**src/rtl/eth_bd_access_ctrl.sv**
```systemverilog
// Initiator side of the Ethernet buffer-descriptor SRAM: arbitrates host and MAC
// engine accesses onto one single-port memory with registered controls and acks.
module eth_bd_access_ctrl #(
  parameter int ADDR_W = 8,
  parameter int DATA_W = 32
) (
  input  logic                  clk_i,
  input  logic                  rst_ni,
  input  logic                  h_req_i,
  input  logic [DATA_W/8-1:0]   h_we_i,
  input  logic [ADDR_W-1:0]     h_addr_i,
  input  logic [DATA_W-1:0]     h_wdata_i,
  output logic                  h_ack_o,
  output logic [DATA_W-1:0]     h_rdata_o,
  input  logic                  m_req_i,
  input  logic [DATA_W/8-1:0]   m_we_i,
  input  logic [ADDR_W-1:0]     m_addr_i,
  input  logic [DATA_W-1:0]     m_wdata_i,
  output logic                  m_ack_o,
  output logic [DATA_W-1:0]     m_rdata_o,
  output logic                  mem_ce_o,
  output logic [DATA_W/8-1:0]   mem_we_o,
  output logic                  mem_oe_o,
  output logic [ADDR_W-1:0]     mem_addr_o,
  output logic [DATA_W-1:0]     mem_di_o,
  input  logic [DATA_W-1:0]     mem_dato_i,
  output logic                  busy_o
);

  localparam int BE_W = DATA_W / 8;

  typedef enum logic [1:0] {IDLE, ACCESS, WAIT, ACK} state_e;
  typedef enum logic {GRANT_HOST, GRANT_MAC} grant_e;

  state_e              state_q;
  grant_e              grant_q;
  grant_e              last_grant_q;
  logic                is_read_q;
  logic                mem_ce_q;
  logic [BE_W-1:0]     mem_we_q;
  logic                mem_oe_q;
  logic [ADDR_W-1:0]   mem_addr_q;
  logic [DATA_W-1:0]   mem_di_q;
  logic                h_ack_q;
  logic                m_ack_q;
  logic [DATA_W-1:0]   h_rdata_q;
  logic [DATA_W-1:0]   m_rdata_q;

  grant_e              grant_d;
  logic [BE_W-1:0]     we_d;
  logic [ADDR_W-1:0]   addr_d;
  logic [DATA_W-1:0]   wdata_d;

  // Under contention the port that did not win last time is served, so neither starves.
  always_comb begin
    grant_d = GRANT_HOST;
    if (h_req_i && m_req_i) begin
      grant_d = (last_grant_q == GRANT_HOST) ? GRANT_MAC : GRANT_HOST;
    end else if (m_req_i) begin
      grant_d = GRANT_MAC;
    end
    we_d    = (grant_d == GRANT_MAC) ? m_we_i    : h_we_i;
    addr_d  = (grant_d == GRANT_MAC) ? m_addr_i  : h_addr_i;
    wdata_d = (grant_d == GRANT_MAC) ? m_wdata_i : h_wdata_i;
  end

  always_ff @(posedge clk_i) begin
    if (!rst_ni) begin
      state_q      <= IDLE;
      grant_q      <= GRANT_HOST;
      last_grant_q <= GRANT_HOST;
      is_read_q    <= 1'b0;
      mem_ce_q     <= 1'b0;
      mem_we_q     <= '0;
      mem_oe_q     <= 1'b0;
      mem_addr_q   <= '0;
      mem_di_q     <= '0;
      h_ack_q      <= 1'b0;
      m_ack_q      <= 1'b0;
      h_rdata_q    <= '0;
      m_rdata_q    <= '0;
    end else begin
      case (state_q)
        IDLE: begin
          if (h_req_i || m_req_i) begin
            grant_q      <= grant_d;
            last_grant_q <= grant_d;
            is_read_q    <= (we_d == '0);
            mem_ce_q     <= 1'b1;
            mem_we_q     <= we_d;
            mem_oe_q     <= (we_d == '0);
            mem_addr_q   <= addr_d;
            mem_di_q     <= wdata_d;
            state_q      <= ACCESS;
          end
        end
        ACCESS: begin
          mem_ce_q <= 1'b0;
          mem_we_q <= '0;
          mem_oe_q <= 1'b0;
          if (is_read_q) begin
            state_q <= WAIT;
          end else begin
            h_ack_q <= (grant_q == GRANT_HOST);
            m_ack_q <= (grant_q == GRANT_MAC);
            state_q <= ACK;
          end
        end
        // Memory output for the read issued in ACCESS is valid during this cycle.
        WAIT: begin
          if (grant_q == GRANT_MAC) begin
            m_rdata_q <= mem_dato_i;
          end else begin
            h_rdata_q <= mem_dato_i;
          end
          h_ack_q <= (grant_q == GRANT_HOST);
          m_ack_q <= (grant_q == GRANT_MAC);
          state_q <= ACK;
        end
        ACK: begin
          h_ack_q <= 1'b0;
          m_ack_q <= 1'b0;
          state_q <= IDLE;
        end
        default: state_q <= IDLE;
      endcase
    end
  end

  assign mem_ce_o   = mem_ce_q;
  assign mem_we_o   = mem_we_q;
  assign mem_oe_o   = mem_oe_q;
  assign mem_addr_o = mem_addr_q;
  assign mem_di_o   = mem_di_q;
  assign h_ack_o    = h_ack_q;
  assign m_ack_o    = m_ack_q;
  assign h_rdata_o  = h_rdata_q;
  assign m_rdata_o  = m_rdata_q;
  assign busy_o     = (state_q != IDLE);

  a_ack_exclusive: assert property (@(posedge clk_i) disable iff (!rst_ni) !(h_ack_o && m_ack_o));
  a_oe_needs_ce:   assert property (@(posedge clk_i) disable iff (!rst_ni) mem_oe_o |-> mem_ce_o);
  a_ce_single:     assert property (@(posedge clk_i) disable iff (!rst_ni) mem_ce_o |=> !mem_ce_o);

endmodule

```
**config.mk**
```make
export PLATFORM = sky130hd
export DESIGN_NAME = eth_bd_access_ctrl
export DESIGN_NICKNAME = d
export VERILOG_FILES = /design/src/rtl/eth_bd_access_ctrl.sv
export SDC_FILE = /design/constraint.sdc
export NUM_CORES = 1
export LEC_CHECK = 0
export BUFFER_PORTS_ARGS = -buffer_cell sky130_fd_sc_hd__buf_2
export CORE_AREA = 2 2 79 156
export CTS_CLUSTER_DIAMETER = 30
export DETAILED_ROUTE_END_ITERATION = 16
export DIE_AREA = 0 0 81 158
export PLACE_DENSITY = 0.84
export SLEW_MARGIN = 10
export SYNTH_ARGS = -nofsm -noshare
export SYNTH_HDL_FRONTEND = slang
export SYNTH_SLANG_ARGS = --single-unit
```
**constraint.sdc**
```tcl
create_clock -name clk_i -period 1.32 [get_ports clk_i]
set_input_delay 0.198 -clock clk_i [delete_from_list [all_inputs] [get_ports clk_i]]
set_output_delay 0.198 -clock clk_i [all_outputs]
set_load 0.01 [all_outputs]
```
# Yosys cells after proc, flatten, opt, wreduce, memory -nomap -nowiden
# Index checks and enable logic that the tools add are counted.
[word_totals]
register_bits = 116
latchBits = 0
mem_bits_rw = 0
rom_bits = 0
inputBits = 124
word_cells = 49
mem_count = 0
[op_classes]
add_sub_neg = 0
mul = 0
n_div = 0
magnitude_cmp = 0
eq_ne = 5
shifts = 0
mux = 19
n_bitwise = 1
n_reduce_logical = 12
[ops]
columns = ["op", "count"]
rows = [
  ["$mux 32", 1],
  ["$reduce_and 2->1", 5],
  ["$mux 1", 8],
  ["$mux 4", 2],
  ["$mux 8", 1],
  ["$pmux 2 s4", 1],
  ["$pmux 4 s2", 1],
  ["$pmux 1 s3", 2],
  ["$eq 2x2->1 const B", 2],
  ["$logic_not 4->1", 1],
  ["$ne 2x2->1 const B", 2],
  ["$pmux 1 s2", 2],
  ["$reduce_bool 2->1", 2],
  ["$reduce_bool 3->1", 1],
  ["$eq 2x1->1 const B", 1],
  ["$logic_not 2->1", 1],
  ["$mux 2", 1],
  ["$logic_and 1x1->1", 1],
  ["$logic_or 1x1->1", 1],
  ["$not 1->1", 1],
]

# Depth between registers and ports, before layout
[logic_depth]
word_depth = 6
ltp_mapped = 7
depth_no_buf = 5

# Worst setup path before layout
# Ideal clock, no wire load.
[synth_timing]
path_kind = "register to register"
from = "register state_q[0]"
to = "register mem_di_q[1], in the netlist mem_di_o[1]"
t_arrival_ns = 1.249
required_time_ns = 1.195
path_slack_ns = -0.054
path_stages_with_launch = 8
n_path_buf = 2
synth_period_minus_slack_ns = 1.374
path_cell_list = "dfxtp_1 > inv_1 > ha_1 > o21a_1 > buf_4 > buf_6 > o21ai_1 > a31oi_1"
[synth_via]
elab_chain_cells = 2
[synth_lines]
columns = ["item", "line", "rtl"]
rows = [
  ["start, declared", "35", "state_e state_q;"],
  ["start signal, assigned", "69", "state_q <= IDLE;"],
  ["start signal, assigned", "94", "state_q <= ACCESS;"],
  ["start signal, assigned", "102", "state_q <= WAIT;"],
  ["$logic_not 2->1", "83", "case (state_q)"],
  ["$reduce_and 2->1 (no line)", "--", ""],
  ["end signal, assigned", "93", "mem_di_q <= wdata_d;"],
  ["end, declared", "43", "logic [DATA_W-1:0] mem_di_q;"],
]
# Every way passes these cells.
# A chain may end at the register's enable or synchronous reset.

# Worst setup path after layout
[layout_timing]
from = "register state_q[0]"
to = "output busy_o"
[layout_via]
elab_chain_cells = 1
[layout_lines]
columns = ["item", "line", "rtl"]
rows = [
  ["$reduce_bool 2->1", "139", "assign busy_o = (state_q != IDLE);"],
  ["end, declared", "27", "output logic busy_o"],
]
# Every way passes these cells.

==> metrics <==
RSZ-0062 raised after global routing true; Worst Skew between 0.007 and 0.008 ns; Synth top area share 0.515; drt via density 4.96; Largest stage delay, worst path 0.36 ns; Synth area leader dfxtp_1; Ports 237; DP HPWL 9.72 mm; failing checks negative setup slack; Mapped Nets 700; Port Buffers 236; Top delay family on crit path flip-flops; most frequent cells in the layout buf_2 (235), nand2_1 (209), dfxtp_1 (113); crit path max fanout 4; clk buf depth 2; Maximum Capacitance Violations 0; Lkg Pwr about 0.0032 uW; Req. time, crit path 1.12 ns; leading cell type in the layout, fill and taps excluded buf_2; initial core utilization 0.387; result of the run finished, violations left; layout cells sized above 1 0.419; Startpoint Class flip-flop; Ant. Diodes 0; total track usage 0.207; critical path endpoint category output pin; layout overhead on the synthesized area 56.8%; EDFF count, synth 0; FP Rows 56; gp weighted congestion 0.916; Routed WL 14.6 mm; register area share after synthesis 0.515; Achievable Freq 705 MHz; Clock Pin Slew Worst Setup and Hold Paths 0.06 ns; overall via count from detail_route just under 5,000; Syn Inst Count 571; Power Density 2120 nW/um2; Rel. slew slack 0.809; cell mode on critical path buf_6; number of DRC markers in iteration 0 170; critical path cell sequence inv_4 -> ha_4 -> buf_6 -> inv_2 -> buf_6; Avg WL per Cell approximately 15 um; synth warn 0; r2r setup slk -0.08 ns; post-synthesis async set-or-reset flop share 0; Mapped Area 4510 um2; slowest CP cell dfxtp_4; kind of critical path reg -> out; initial antenna violation count 0; worst slew pin tran around 0.28 ns; Final setup viols 57; ranking of synthesized cells by area dfxtp_1 (52%), nand2_1 (17%), a21oi_1 (7.6%); Slew Viols, Final 0; Num Clock Sinks 116; Hold Vio Cnt, Final 0; flops & latches, synth 116; Residual DRC 0; Post-Place Cell Area about 6000 um2; 1st-pass router iterations 4; die area between 10,000 and 15,000 um2; Num CTS Buffers 17; final setup margin -0.0979 ns; CTS tree yes; WP buf/inv 4; nets 946; peak supply drop 1110 uV; die width 81 um; grt ovf 0; root buf cell clkbuf_16; Die Y between 150 and 200 um; pre-CTS setup slack -0.164 ns; Post-DRT Antenna Nets 0; final period utilization 1.07; largest net degree at the start of global routing 55; critical path arrival 1.22 ns; worst hold path type in -> reg; core box area 11,600 um2; first-pass GRT wire length 20.7 mm; Final Instance Area 7070 um2; Unique masters post-synth 29; Final min period approximately 1.4 ns; Post-synth top flop dfxtp_1; vias in the first global route approximately 4,500; htree depth 4; syn_area_per_cell 7.89 um2; clk_lat worst skew 0.40 ns
## stage by stage
stage	TNS (ns)	util	instances	total power, uW	hold slack (ns)
after floorplan	0	-	571	7060	0.313
after global placement	-1.19	0.513	932	8690	0.439
after detailed placement	-4.62	0.513	932	8800	0.443
after CTS	-2.72	0.572	966	13700	0.0281
after global routing	-7.60	0.607	975	15700	0.0347
final	-2.24	0.607	975	14900	0.0463
## worst min-delay path: stages
cell and delay, ns:
buf_2 0.10, nand2_1 0.05, a21oi_1 0.05
## final cells by class
class,count,area [um2]
fillers,1061,4570
flip-flops and latches,116,2330
multi-input cells,400,2170
repair buffers,272,1730
clock buffers,18,439
well taps,145,181
clock inverters,14,178
inverters,10,40.0
## cells in the mapped netlist (6+ instances only)
cell type,count
a21oi_1,68
a31oi_1,40
buf_2,23
buf_4,6
clkbuf_1,11
dfxtp_1,116
inv_1,9
mux2i_1,7
nand2_1,209
nor2_1,7
o21ai_0,22
o21ai_1,21
o22ai_1,6
## state kept, by name (all words and copies together) (netlist names)
name          flops
last_grant_q      1
mem_we_o          4
h_rdata_o        32
mem_di_o         32
state_q           2
h_ack_o           1
m_ack_o           1
mem_ce_o          1
mem_oe_o          1
mem_addr_o        8
is_read_q         1
m_rdata_o        32
## layer usage
metal  global-route usage  up-vias  wire length, um
met4               0.0977        0              512
met5                    0        -                0
met1                0.197     2184             5080
met3               0.0450       35              746
li1                     -     2419                -
met2                0.403      197             8220
## what timing repair did
action / in CTS / in global routing
endpoints found under the setup margin: 66 / 113
pin swaps: 1 / 2
setup buffers: 1 / 2
cloned: 1 / 7
hold buffers: 0 / 0
hold endpoints to repair: 0 / 0
resized for setup: 11 / 58
## power by group
part	internal (uW)	switching, uW
logic	2590	2950
clock network	3040	1660
registers	4290	433
total	9910	5040
## cell families (layout without fill, tap and decap cells)
| group | count (synthesis) | after routing | share of synthesized area |
|---|---|---|---|
| AOI/OAI and AO/OA | 162 | 162 | 0.199 |
| buffers and inverters | 55 | 314 | 0.0605 |
| muxes | 7 | 7 | 0.0156 |
| and+or+nand+nor | 226 | 226 | 0.195 |
| adders and majority gates | 5 | 5 | 0.0139 |
| DFF | 116 | 116 | 0.515 |
## worst paths after layout
kind,startpoint,end,cells past startpoint
min,mem_dato_i[18],m_rdata_o[18],3
min reg2reg,h_rdata_o[19],h_rdata_o[19],2
max,state_q[0],busy_o,5
max reg2reg,state_q[1],mem_di_o[14],6
(Power assumes the default switching activity.)
